===== src/rtl/sprite_seq_pkg.sv =====
// Shared types and screen constants for the sprite move sequencer.
package sprite_seq_pkg;

   localparam int unsigned ScreenW = 160;
   localparam int unsigned ScreenH = 120;

   typedef enum logic [2:0] {
      StIdle,
      StClear,
      StUpdate,
      StLoad,
      StPaint
   } state_e;

   typedef enum logic [1:0] {
      DirUp    = 2'd0,
      DirDown  = 2'd1,
      DirLeft  = 2'd2,
      DirRight = 2'd3
   } dir_e;

endpackage


===== src/rtl/frame_tick_gen.sv =====
// Free-running movement tick: one-cycle pulse every FRAME_DIV clocks.
module frame_tick_gen #(
   parameter int unsigned FRAME_DIV = 833333
) (
   input  logic clk,
   input  logic resetn,
   output logic tick
);

   localparam int unsigned CntW = (FRAME_DIV > 1) ? $clog2(FRAME_DIV) : 1;
   localparam logic [CntW-1:0] CntMax = CntW'(FRAME_DIV - 1);

   logic [CntW-1:0] cnt_q;

   always_ff @(posedge clk or negedge resetn) begin
      if (!resetn) begin
         cnt_q <= '0;
      end else if (cnt_q == CntMax) begin
         cnt_q <= '0;
      end else begin
         cnt_q <= cnt_q + CntW'(1);
      end
   end

   assign tick = (cnt_q == CntMax);

endmodule


===== src/rtl/sprite_move_sequencer.sv =====
// Erase / move / repaint sequencer driving a sprite engine once per frame tick.
// Optional watchdog on engine handshakes: define SPRITE_SEQ_WATCHDOG_EN.
module sprite_move_sequencer
   import sprite_seq_pkg::*;
#(
   parameter int unsigned FRAME_DIV = 833333,
   parameter int unsigned STEP      = 1,
   parameter int unsigned X_MAX     = ScreenW - 1,
   parameter int unsigned Y_MAX     = ScreenH - 1,
   parameter int unsigned SPR_W     = 16,
   parameter int unsigned SPR_H     = 16,
   parameter int unsigned START_X   = 49,
   parameter int unsigned START_Y   = 48
) (
   input  logic       clk,
   input  logic       resetn,
   input  logic       dir_up,
   input  logic       dir_down,
   input  logic       dir_left,
   input  logic       dir_right,
   input  logic       sprite_complete,
   output logic       draw,
   output logic       clear,
   output logic       shift_h,
   output logic       shift_v,
   output logic       load,
   output logic [6:0] shift_amount,
   output logic [7:0] load_x,
   output logic [6:0] load_y,
   output logic [7:0] pos_x,
   output logic [6:0] pos_y,
   output logic       busy,
   output logic       seq_error
);

   localparam logic [8:0] StepX = 9'(STEP);
   localparam logic [8:0] LimX  = 9'(X_MAX - SPR_W + 1);
   localparam logic [7:0] StepY = 8'(STEP);
   localparam logic [7:0] LimY  = 8'(Y_MAX - SPR_H + 1);

   state_e     state_q;
   dir_e       dir_q, req_dir;
   logic       seen_low_q, pass_done, any_dir, tick;
   logic [7:0] pos_x_q, new_x;
   logic [6:0] pos_y_q, new_y;
   logic [8:0] sum_x;
   logic [7:0] sum_y;
   logic       draw_q, clear_q, shift_h_q, shift_v_q, load_q;

   frame_tick_gen #(
      .FRAME_DIV(FRAME_DIV)
   ) u_tick (
      .clk   (clk),
      .resetn(resetn),
      .tick  (tick)
   );

   assign any_dir   = dir_up | dir_down | dir_left | dir_right;
   assign pass_done = seen_low_q & sprite_complete;

   always_comb begin
      req_dir = DirRight;
      if (dir_up)         req_dir = DirUp;
      else if (dir_down)  req_dir = DirDown;
      else if (dir_left)  req_dir = DirLeft;
   end

   // One extra bit exposes underflow (bit 8/7 set on decrement) before clamping.
   always_comb begin
      sum_x = {1'b0, pos_x_q};
      sum_y = {1'b0, pos_y_q};
      unique case (dir_q)
         DirUp:    sum_y = {1'b0, pos_y_q} - StepY;
         DirDown:  sum_y = {1'b0, pos_y_q} + StepY;
         DirLeft:  sum_x = {1'b0, pos_x_q} - StepX;
         DirRight: sum_x = {1'b0, pos_x_q} + StepX;
      endcase
      if (dir_q == DirLeft && sum_x[8]) new_x = '0;
      else if (sum_x > LimX)            new_x = LimX[7:0];
      else                              new_x = sum_x[7:0];
      if (dir_q == DirUp && sum_y[7])   new_y = '0;
      else if (sum_y > LimY)            new_y = LimY[6:0];
      else                              new_y = sum_y[6:0];
   end

`ifdef SPRITE_SEQ_WATCHDOG_EN
   logic [9:0] wd_q;
   logic       err_q;
`endif

   always_ff @(posedge clk or negedge resetn) begin
      if (!resetn) begin
         state_q    <= StIdle;
         dir_q      <= DirUp;
         seen_low_q <= 1'b0;
         pos_x_q    <= 8'(START_X);
         pos_y_q    <= 7'(START_Y);
         draw_q     <= 1'b0;
         clear_q    <= 1'b0;
         shift_h_q  <= 1'b0;
         shift_v_q  <= 1'b0;
         load_q     <= 1'b0;
`ifdef SPRITE_SEQ_WATCHDOG_EN
         wd_q       <= '0;
         err_q      <= 1'b0;
`endif
      end else begin
         load_q <= 1'b0;
         unique case (state_q)
            StIdle: begin
               if (tick && any_dir) begin
                  dir_q      <= req_dir;
                  state_q    <= StClear;
                  draw_q     <= 1'b1;
                  clear_q    <= 1'b1;
                  seen_low_q <= 1'b0;
               end
            end
            StClear: begin
               if (pass_done) begin
                  state_q <= StUpdate;
                  draw_q  <= 1'b0;
                  clear_q <= 1'b0;
               end else if (!sprite_complete) begin
                  seen_low_q <= 1'b1;
               end
            end
            StUpdate: begin
               pos_x_q <= new_x;
               pos_y_q <= new_y;
               load_q  <= 1'b1;
               state_q <= StLoad;
            end
            StLoad: begin
               state_q    <= StPaint;
               draw_q     <= 1'b1;
               shift_h_q  <= (dir_q == DirLeft) || (dir_q == DirRight);
               shift_v_q  <= (dir_q == DirUp) || (dir_q == DirDown);
               seen_low_q <= 1'b0;
            end
            StPaint: begin
               if (pass_done) begin
                  state_q   <= StIdle;
                  draw_q    <= 1'b0;
                  shift_h_q <= 1'b0;
                  shift_v_q <= 1'b0;
               end else if (!sprite_complete) begin
                  seen_low_q <= 1'b1;
               end
            end
            default: state_q <= StIdle;
         endcase
`ifdef SPRITE_SEQ_WATCHDOG_EN
         // Abort a pass the engine never finishes; overrides the case above.
         if (state_q == StClear || state_q == StPaint) begin
            wd_q <= wd_q + 10'd1;
            if (wd_q == 10'd1023 && !pass_done) begin
               state_q   <= StIdle;
               draw_q    <= 1'b0;
               clear_q   <= 1'b0;
               shift_h_q <= 1'b0;
               shift_v_q <= 1'b0;
               err_q     <= 1'b1;
            end
         end else begin
            wd_q <= '0;
         end
`endif
      end
   end

`ifdef SPRITE_SEQ_WATCHDOG_EN
   assign seq_error = err_q;
`else
   assign seq_error = 1'b0;
`endif

   assign draw         = draw_q;
   assign clear        = clear_q;
   assign shift_h      = shift_h_q;
   assign shift_v      = shift_v_q;
   assign load         = load_q;
   assign shift_amount = 7'(STEP);
   assign load_x       = pos_x_q;
   assign load_y       = pos_y_q;
   assign pos_x        = pos_x_q;
   assign pos_y        = pos_y_q;
   assign busy         = (state_q != StIdle);

endmodule


===== config.mk =====
export PLATFORM = sky130hd
export DESIGN_NAME = sprite_move_sequencer
export DESIGN_NICKNAME = d
export VERILOG_FILES = /design/src/rtl/sprite_seq_pkg.sv /design/src/rtl/frame_tick_gen.sv /design/src/rtl/sprite_move_sequencer.sv
export SDC_FILE = /design/constraint.sdc
export NUM_CORES = 1
export LEC_CHECK = 0
export ABC_AREA = 1
export CAP_MARGIN = 20
export CORE_AREA = 2 2 83 85
export DETAILED_ROUTE_END_ITERATION = 10
export DIE_AREA = 0 0 85 87
export PLACE_DENSITY = 0.79
export SLEW_MARGIN = 20
export SYNTH_ARGS = -nofsm -noshare
export SYNTH_HDL_FRONTEND = slang
export SYNTH_SLANG_ARGS = --single-unit

===== constraint.sdc =====
create_clock -name clk -period 3.45 [get_ports clk]
set_input_delay 0.345 -clock clk [delete_from_list [all_inputs] [get_ports clk]]
set_output_delay 0.345 -clock clk [all_outputs]
set_load 0.01 [all_outputs]

==> qor.yml <==
global_route:
  grt_pass1_vias: 3042
  grt_max_degree: 47
  antenna_found_initial: 0
  grt_usage_pct: 20.77
  grt_overflow_total: 0
  grt_pass1_wl_um: 12830
placement:
  placed_cell_area_sq_um: 3849
  portBuffers: 42
  pre_cts_ws_ps: 918.5
  dp_hpwl_um: 5831
  routabilityCongestion: 0.8775
critical_path:
  arrival_ps: 2850
  crit_path_end_kind: "flip-flop"
  required_ps: 3690
  critPathLaunchType: "flip-flop"
  worst-path-max-fanout: 13
  crit_slowest_cell: "dfrtp_1"
  path_common_cell: "nand2_1"
  cp_cell_sequence: "nand2_1, ha_1, a21oi_1, o21a_1, nand2_1, nand2_1, nand3_1, nand2_1, nand2_1, nand2_1, nand3_1, nand2_1"
  critPathKind: "reg2reg"
  slowest_delay_ps: 580
timing:
  setup_ws_ps: 844.0
  setup_tns_ps: 0
  maxSlewViolCount: 0
  hold_slack_ps: 25.50
  relSlewSlack_pct: 59.91
  rsz0062_at_grt: "false"
  fin_crit_ps: 2606
  fin_skew_ps: 12.60
  finalHoldViolCount: 0
  worst_pin_slew_ps: 595.8
  post-route-period-util_pct: 75.54
  setup_viol: 0
  timing.fmax_mhz: 383.7
die:
  dieArea_sq_um: 7395
  rows: 30
  initial_core_util_pct: 53.31
  io_pins: 51
  die_height_um: 87
  die_w_um: 85
  core_sq_um: 6569
yosys:
  synth_top_area_cell: "dfrtp_1"
  synthSimpleGateAreaFrac_pct: 36.48
  synth_area_sq_um: 3502
  async_flop_share_pct: 100.0
  synth-adder-area-share_pct: 6.860
  synthFlopType: "dfrtp_1"
  synth_top_family_by_area: "simple AND/OR/NAND/NOR gates"
  synth-xor-area-share_pct: 2.001
  ys_ff_latch: 46
  yosysSeqAreaShare_pct: 33.05
  synth_cell_type_count: 41
  yosys.cell_count.top_type: "nand2_1"
  synth_area_leaders: "dfrtp_1 (29%), nand2_1 (15%), inv_1 (7.7%)"
  avgSynthCellArea_sq_um: 6.949
  synth-edff-count: 0
  synth_compound_area_share_pct: 7.253
  netlist.area_leader.share_pct: 29.30
  synth_mux_area_share_pct: 0
  synthCells: 504
  yosysWarnings: 0
  ys_top_cells_by_count: "nand2_1 (142), inv_1 (72), nand3_1 (52)"
drt:
  viasPerCell: 5.324
  antenna_left: 0
  routed_wl_um: 7432
  dr.first_iter.drc_count: 190
  wl_per_cell_um: 12.14
  drtPass1Iterations: 5
  route.detailed.drc: 0
  vias: 3258
power_and_ir_drop:
  max-vdd-ir-drop_mv: 0.3070
  power.density_nw_per_um2: 226.7
  p_leak_uw: 0.002088
layout:
  layout.core_utilization_pct: 60.04
  finish.instance_area_sq_um: 3944
  final_layout_size_suffix_gt1_share_pct: 7.331
  syn_to_final_growth_pct: 12.61
  fin_nets: 556
  antenna_cells: 0
cts:
  cts_resized: 0
  cts_root_buffer: "clkbuf_8"
  cts_hold_buf: 0
  cts_num_sinks: 46
  clk_pin_slew_worst_paths_ps: 90
  htreeDepth: 2
  cts.path.max_buffers: 2
  cts_buffers: 5
  insertion_delay_ps: 300
  post_cts_buffers: 0
  cts_tree: "built"
flow_run:
  cap_viol_max_count: 0
outcome:
  status: "complete, no violations"
min_path:
  hold_path.class: "in2async"
## critical path: cells and delay by family, from the launching register on
kind	cells	cell delay [ps]
and+or+nand+nor	9	1020
DFF	1	580
AOI/OAI and AO/OA	2	510
adders and majority gates	1	430
## final timing paths
| path | to | cells past startpoint | from | slack [ps] |
|---|---|---|---|---|
| setup / recovery | load_x[0]$_DFFE_PN1P_ | 12 | dir_q[1]$_DFFE_PN0P_ | 840 |
| hold / removal | shift_h$_DFFE_PN0P_ | 1 | resetn | 30 |
| setup reg to reg | load_x[0]$_DFFE_PN1P_ | 12 | dir_q[1]$_DFFE_PN0P_ | 840 |
| hold reg to reg | draw$_DFFE_PN0P_ | 2 | draw$_DFFE_PN0P_ | 480 |
| max in group asynchronous | u_tick.cnt_q[11]$_DFF_PN0_ | 1 | resetn | 3010 |
| min in group clk | draw$_DFFE_PN0P_ | 2 | draw$_DFFE_PN0P_ | 480 |
## cell type report
class	instances	area [sq um]
inverter	79	296.5
clock inverter	3	23.77
clock buffer	5	68.82
timing repair buffer	43	425.4
fill	602	2625
multi-input combinational	356	1872
sequential	46	1157
tap	80	100.1
## through the flow
| stage | cells | power, uW |
|---|---|---|
| final | 612 | 894.0 |
| after global routing | 612 | 936.5 |
| after CTS | 612 | 908.8 |
| after detailed placement | 604 | 575.6 |
| after global placement | 604 | 575.1 |
| after floorplan | 510 | 564.4 |
## placed cells by master (no fill, tap or decap), types with 5 or more instances in the layout
cell and n:
nand2_1 142, inv_1 72, nand3_1 52, dfrtp_1 41, clkdlybuf4s50_1 41, nor2_1 38, nand4_1 18, ha_1 16
a21oi_1 14, o21ai_0 13, conb_1 8, inv_2 7, xor2_1 5, clkbuf_8 5, dfstp_2 5
## layer usage
layer	up-vias	track usage (%)	wire, um
met1	1517	27.19	3318
met2	82	36.01	3698
li1	1651	-	-
met3	8	2.559	319
met5	-	0	0
met4	0	6.494	95
## power by group
part	switching (uW)	internal, uW	leakage (uW)
Clock	184	145	0.0000408
Sequential	0.315	540	0.000592
Combinational	17.7	7.10	0.00145
Total	202	691	0.00209
## sequential cells by signal, summed over array words and instances, names as in the netlist
name and count:
u_tick.cnt_q 20, load_x 8, load_y 7, state_q 3
dir_q 2, clear 1, draw 1, load 1
seen_low_q 1, shift_h 1, shift_v 1
## logic make-up after synthesis
family                     count (synthesis)
and+or+nand+nor                          278
AOI/OAI and AO/OA                         44
other                                      2
buffers and inverters                    108
adders and majority gates                 18
xor gates and xnor gates                   8
DFF                                       46
Power figures use the tool's default switching activity.
==> patch 1 (config.mk and constraints unchanged) <==
Add an input register stage for `dir_up`, `dir_down`, `dir_left`, `dir_right` and `sprite_complete`, cleared by the reset; this delays them by one clock.
--- a/src/rtl/sprite_move_sequencer.sv
+++ b/src/rtl/sprite_move_sequencer.sv
@@ -39,4 +39,26 @@
    localparam logic [7:0] LimY  = 8'(Y_MAX - SPR_H + 1);
 
+   logic dir_up_q;
+   logic dir_down_q;
+   logic dir_left_q;
+   logic dir_right_q;
+   logic sprite_complete_q;
+
+   always_ff @(posedge clk or negedge resetn) begin
+      if (!resetn) begin
+         dir_up_q          <= '0;
+         dir_down_q        <= '0;
+         dir_left_q        <= '0;
+         dir_right_q       <= '0;
+         sprite_complete_q <= '0;
+      end else begin
+         dir_up_q          <= dir_up;
+         dir_down_q        <= dir_down;
+         dir_left_q        <= dir_left;
+         dir_right_q       <= dir_right;
+         sprite_complete_q <= sprite_complete;
+      end
+   end
+
    state_e     state_q;
    dir_e       dir_q, req_dir;
@@ -56,12 +78,12 @@
    );
 
-   assign any_dir   = dir_up | dir_down | dir_left | dir_right;
-   assign pass_done = seen_low_q & sprite_complete;
+   assign any_dir   = dir_up_q | dir_down_q | dir_left_q | dir_right_q;
+   assign pass_done = seen_low_q & sprite_complete_q;
 
    always_comb begin
       req_dir = DirRight;
-      if (dir_up)         req_dir = DirUp;
-      else if (dir_down)  req_dir = DirDown;
-      else if (dir_left)  req_dir = DirLeft;
+      if (dir_up_q)         req_dir = DirUp;
+      else if (dir_down_q)  req_dir = DirDown;
+      else if (dir_left_q)  req_dir = DirLeft;
    end
 
@@ -122,5 +144,5 @@
                   draw_q  <= 1'b0;
                   clear_q <= 1'b0;
-               end else if (!sprite_complete) begin
+               end else if (!sprite_complete_q) begin
                   seen_low_q <= 1'b1;
                end
@@ -145,5 +167,5 @@
                   shift_h_q <= 1'b0;
                   shift_v_q <= 1'b0;
-               end else if (!sprite_complete) begin
+               end else if (!sprite_complete_q) begin
                   seen_low_q <= 1'b1;
                end
Formal check against the unedited RTL: no difference found for any inputs over 10 cycles, from zero or initial values and one cycle with resetn low; that may be too few to reach the edited logic, so the function may still have changed.
==> patch 1 against the original RTL <==
Wire length grew 7.2%; design area grew 3.2%; sequential cell count grew 5; sequential share of layout area grew 2.2 points; first-iteration DRC count grew 19%; setup slack is essentially flat; area after synthesis grew 2.9%; power grew 16%; core utilization grew 1.9 points; critical path type unchanged; highest routed layer unchanged.
==> patch 1: results (changes against the original RTL) <==
count of distinct cell types in the synthesized netlist: 43 (+4.9%)
cell types occupying the most area after synthesis: dfrtp_1 (32%), nand2_1 (14%), inv_1 (7.7%)
Crit path arrival time: 2.81 ns (-0.04 ns)
Hold Crit Class: input pin to asynchronous set/reset pin
peak fanout along the critical path: 7 (-6)
Post-Place Cell Area: 0.003965 mm^2 (+3.0%)
pin count of the biggest net entering global routing: 27 (-43%)
wire length of the first global-routing pass: 13.68 mm (+6.7%)
Worst path top cell family by delay: simple AND/OR/NAND/NOR gates
MaxCap Viol Count: 0 (unchanged)
switching power as a share of total power: 20.77% (-1.9 points)
Worst Hold Margin: 0.03129 ns (+0.005786 ns)
Clock Pin Slew Worst Setup and Hold Paths: 0.09 ns (about the same)
initial DRC count: 227 (+19%)
initial antenna violation count: 0 (unchanged)
portion of the post-synthesis area used by sequential elements: 35.60% (+2.6 points)
worst setup path end: load_y[2]$_DFFE_PN0P_
H-tree lvl count: 2 (unchanged)
Final #Nets: 559 (+0.54%)
Avg Synthesized Cell Area: 7.133 um^2 (+2.7%)
number of antenna diodes: 0 (unchanged)
number of vias in the routed layout: 3285 (+0.83%)
post-route minimum period: 2.606 ns (-0.0003780 ns)
final HPWL from detailed placement: 6.181 mm (+6.0%)
reported sequential group power: 0.000603 W (+12%)
layout cell share with drive strength beyond 1: 6.168% (-1.2 points)
setup skew after layout: 0.009295 ns (-0.003302 ns)
commonest cells in the synthesized netlist: nand2_1 (139), inv_1 (74), nand3_1 (53)
Setup WS pre-CTS: 0.8770 ns (-0.04153 ns)
power density over the cells: 255.5 mW/mm^2 (+13%)
Top FF cell, synth: dfrtp_1
via/cell ratio: 5.341 (+0.34%)
startpoint of the worst-slack reg-to-reg timing path: dir_q[0]$_DFFE_PN0P_
Cells after DPL: 607 (+0.50%)
via count of the first global-routing pass: 3098 (+1.8%)
fin area: 0.004071 mm^2 (+3.2%)
GPL Wtd Cong: 0.8978 (+2.3%)
number of optimization iterations in the first detailed-route pass: 4 (-1)
Total GRT Usage: 22.74% (+2.0 points)
cell leakage power: 2.090 nW (+0.10%)
proportion of register bits with asynchronous set or reset after synthesis: 100.0% (unchanged)
number of instances resized during post-cts repair: 0 (unchanged)
Comb power frac: 2.2% (-0.6 points)
flip-flop count of the largest register, all copies and words added: 20 (unchanged)
max-slew headroom at the worst pin: 60.35% (+0.44 points)
Slowest Stage Delay on Critical Path: 0.45 ns (-0.13 ns)
port buffer count: 42 (unchanged)
worst ir drop on vdd: 0.2289 mV (-25%)
path depth of the worst reg2reg path: 14 (+2)
run status: finished, final reports clean
count of yosys warnings during synthesis: 0 (unchanged)
insertion delay to the later sink of the worst-skew pair: 0.31 ns
filler cell count in the final layout: 550 (-8.6%)
standard cell with the maximum stage delay on the critical path: dfrtp_1
largest register by flop count: u_tick.cnt_q
per-cell routed wire length: 12.96 um (+6.7%)
setup fix buffers added after clock tree synthesis: 0 (unchanged)
clk root buf: clkbuf_8
==> patch 1: logic make-up (layout without fill, tap and decap cells) <==
group                    count (synthesis)  after routing  share of synthesized area (%)
AND/OR/NAND/NOR                        272            272                          34.32
other                                    2              8                         0.2085
adder cells (fa/ha/maj)                 18             18                          6.669
flip-flops                              51             51                          35.60
AO/OA/AOI/OAI                           48             48                          7.607
buffers and inverters                  105            129                          13.41
XOR/XNOR                                 9              9                          2.188
==> patch 1: area by class of cell <==
cell class	count	share of cell area [%]
flip-flops and latches	51	31.50
inverters	76	7.007
clock buffers	7	1.875
clock inverters	1	0.7376
repair buffers	45	10.76
well taps	80	2.459
multi-input cells	355	45.67
==> patch 1: routing by layer <==
metal	GRT usage [%]	share of wire, %	vias to the layer above
li1	-	-	1658
met1	27.91	44	1504
met2	40.84	50	109
met3	4.550	4.8	14
met4	6.061	1.5	0
met5	0	0	-
==> patch 2 (same settings) <==
Without the edit above. `FRAME_DIV` is set to 833333 in 2 places; all go to 416666.
--- a/src/rtl/frame_tick_gen.sv
+++ b/src/rtl/frame_tick_gen.sv
@@ -1,5 +1,5 @@
 // Free-running movement tick: one-cycle pulse every FRAME_DIV clocks.
 module frame_tick_gen #(
-   parameter int unsigned FRAME_DIV = 833333
+   parameter int unsigned FRAME_DIV = 416666
 ) (
    input  logic clk,
--- a/src/rtl/sprite_move_sequencer.sv
+++ b/src/rtl/sprite_move_sequencer.sv
@@ -4,5 +4,5 @@
    import sprite_seq_pkg::*;
 #(
-   parameter int unsigned FRAME_DIV = 833333,
+   parameter int unsigned FRAME_DIV = 416666,
    parameter int unsigned STEP      = 1,
    parameter int unsigned X_MAX     = ScreenW - 1,
Formal check against the unedited RTL: no difference found for any inputs over 10 cycles, from zero or initial values and one cycle with resetn low; that may be too few to reach the edited logic, so the function may still have changed.
==> patch 2 against the original RTL <==
Design area shrank 2.4%; hold slack better by 0.018 ns; count of clock-buffer cells in the layout is 1 higher; area after synthesis shrank 2.8%; setup slack improved by 0.044 ns; final cell count decreased by 5.1%; power is 5.4% higher; sequential cell count is 1 lower; wire length fell by 0.82%; via count decreased by 4.3%; critical path type unchanged; largest cell class unchanged; largest power group unchanged.
==> patch 2: results (changes against the original RTL) <==
via/cell ratio: 5.365 (+0.78%)
area share of the leading cell type in the synthesized netlist: 29.41% (+0.12 points)
adder and majority cell fraction of the synthesized area: 7.059% (+0.20 points)
Post-Place Cell Area: 0.003736 mm^2 (-2.9%)
Total GRT Usage: 21.12% (+0.35 points)
via count of the first global-routing pass: 2888 (-5.1%)
GPL Wtd Cong: 0.9318 (+6.2%)
Avg Synthesized Cell Area: 7.180 um^2 (+3.3%)
commonest cells in the synthesized netlist: nand2_1 (122), inv_1 (60), nand3_1 (47)
share of the synthesized netlist area taken by xor and xnor gates: 2.316% (+0.32 points)
setup skew after layout: 0.009172 ns (-0.003425 ns)
max-slew headroom at the worst pin: 62.30% (+2.4 points)
cell leakage power: 1.933 nW (-7.4%)
number of vias in the routed layout: 3117 (-4.3%)
cell types occupying the most area after synthesis: dfrtp_1 (29%), nand2_1 (13%), nand3_1 (6.9%)
Final #Nets: 525 (-5.6%)
wire length of the first global-routing pass: 12.84 mm (+0.10%)
global-route met1 utilization: 26.94% (-0.25 points)
worst ir drop on vdd: 0.1812 mV (-41%)
Cells after DPL: 573 (-5.1%)
Slowest Stage Delay on Critical Path: 0.46 ns (-0.12 ns)
run status: finished, final reports clean
Crit path arrival time: 2.75 ns (-0.10 ns)
final HPWL from detailed placement: 5.648 mm (-3.1%)
flip-flop count of the largest register, all copies and words added: 19 (-5.0%)
## patch 2: cell count changes after synthesis, moves of 4 or more
cell / delta
o21ai_0: -6
nand3_1: -5
nor2_4: +4
o21ai_1: +7
inv_2: -5
inv_1: -12
nor3_1: +4
nand2_1: -20
## patch 2: layer usage
metal	vias to the layer above	part of all wire [%]
li1	1570	-
met5	-	0
met1	1445	46
met3	13	4.2
met2	89	48
met4	0	1.8
## patch 2: layout make-up
class / count / area [um^2]
Clock inverter: 2 / 38.79
Tap cell: 80 / 100.1
Multi-Input combinational cell: 341 / 1837
Timing Repair Buffer: 44 / 432.9
Inverter: 63 / 236.5
Clock buffer: 6 / 72.57
Fill cell: 578 / 2719
Sequential cell: 45 / 1132
## patch 2: per-stage QoR
| step | power [W] | utilization [%] | hold WS, ns | worst slack [ns] |
|---|---|---|---|---|
| finish | 0.0009420 | 58.61 | 0.04307 | 0.8885 |
| global placement | 0.0005613 | 56.88 | 0.4670 | 0.9895 |
| detailed placement | 0.0005616 | 56.88 | 0.4775 | 0.9179 |
| floorplan | 0.0005500 | - | 0.04941 | 0.9989 |
| CTS | 0.0009589 | 58.57 | 0.2379 | 0.9015 |
| global route | 0.0009862 | 58.61 | 0.07653 | 0.6320 |
## patch 2: worst paths after layout
kind                                 startpoint                          to  slack (ns)  depth (start not counted)
min in group clk               draw$_DFFE_PN0P_            draw$_DFFE_PN0P_        0.49                          2
min                                      resetn      seen_low_q$_DFFE_PN0P_        0.04                          1
min reg2reg                    draw$_DFFE_PN0P_            draw$_DFFE_PN0P_        0.49                          2
max reg2reg                dir_q[0]$_DFFE_PN0P_       load_y[6]$_DFFE_PN0P_        0.89                         12
max                        dir_q[0]$_DFFE_PN0P_       load_y[6]$_DFFE_PN0P_        0.89                         12
max in group asynchronous                resetn  u_tick.cnt_q[14]$_DFF_PN0_        3.02                          1
## patch 2: logic make-up (layout without fill, tap and decap cells)
family                   count (synthesis)  count (layout)
AND/OR/NAND/NOR                        261             261
buffers and inverters                   94             115
AO/OA/AOI/OAI                           45              45
flip-flops                              45              45
adder cells (fa/ha/maj)                 18              18
XOR/XNOR                                 9               9
other                                    2               8
## patch 2: critical path, delay by kind of cell, from the launching register on
kind	cells	cell delay, ns
buffers and inverters	3	0.37
adders and majority gates	1	0.37
and+or+nand+nor	6	0.86
DFF	1	0.46
AOI/OAI and AO/OA	2	0.39
## patch 2: power by group through the flow
stage,sequential [W],clock [W],combinational (W)
after floorplan,0.000538,0,0.0000124
after global placement,0.000538,0,0.0000238
after detailed placement,0.000538,0,0.0000241
after CTS,0.000527,0.000408,0.0000241
after global routing,0.000527,0.000432,0.0000274
final,0.000527,0.000391,0.0000236
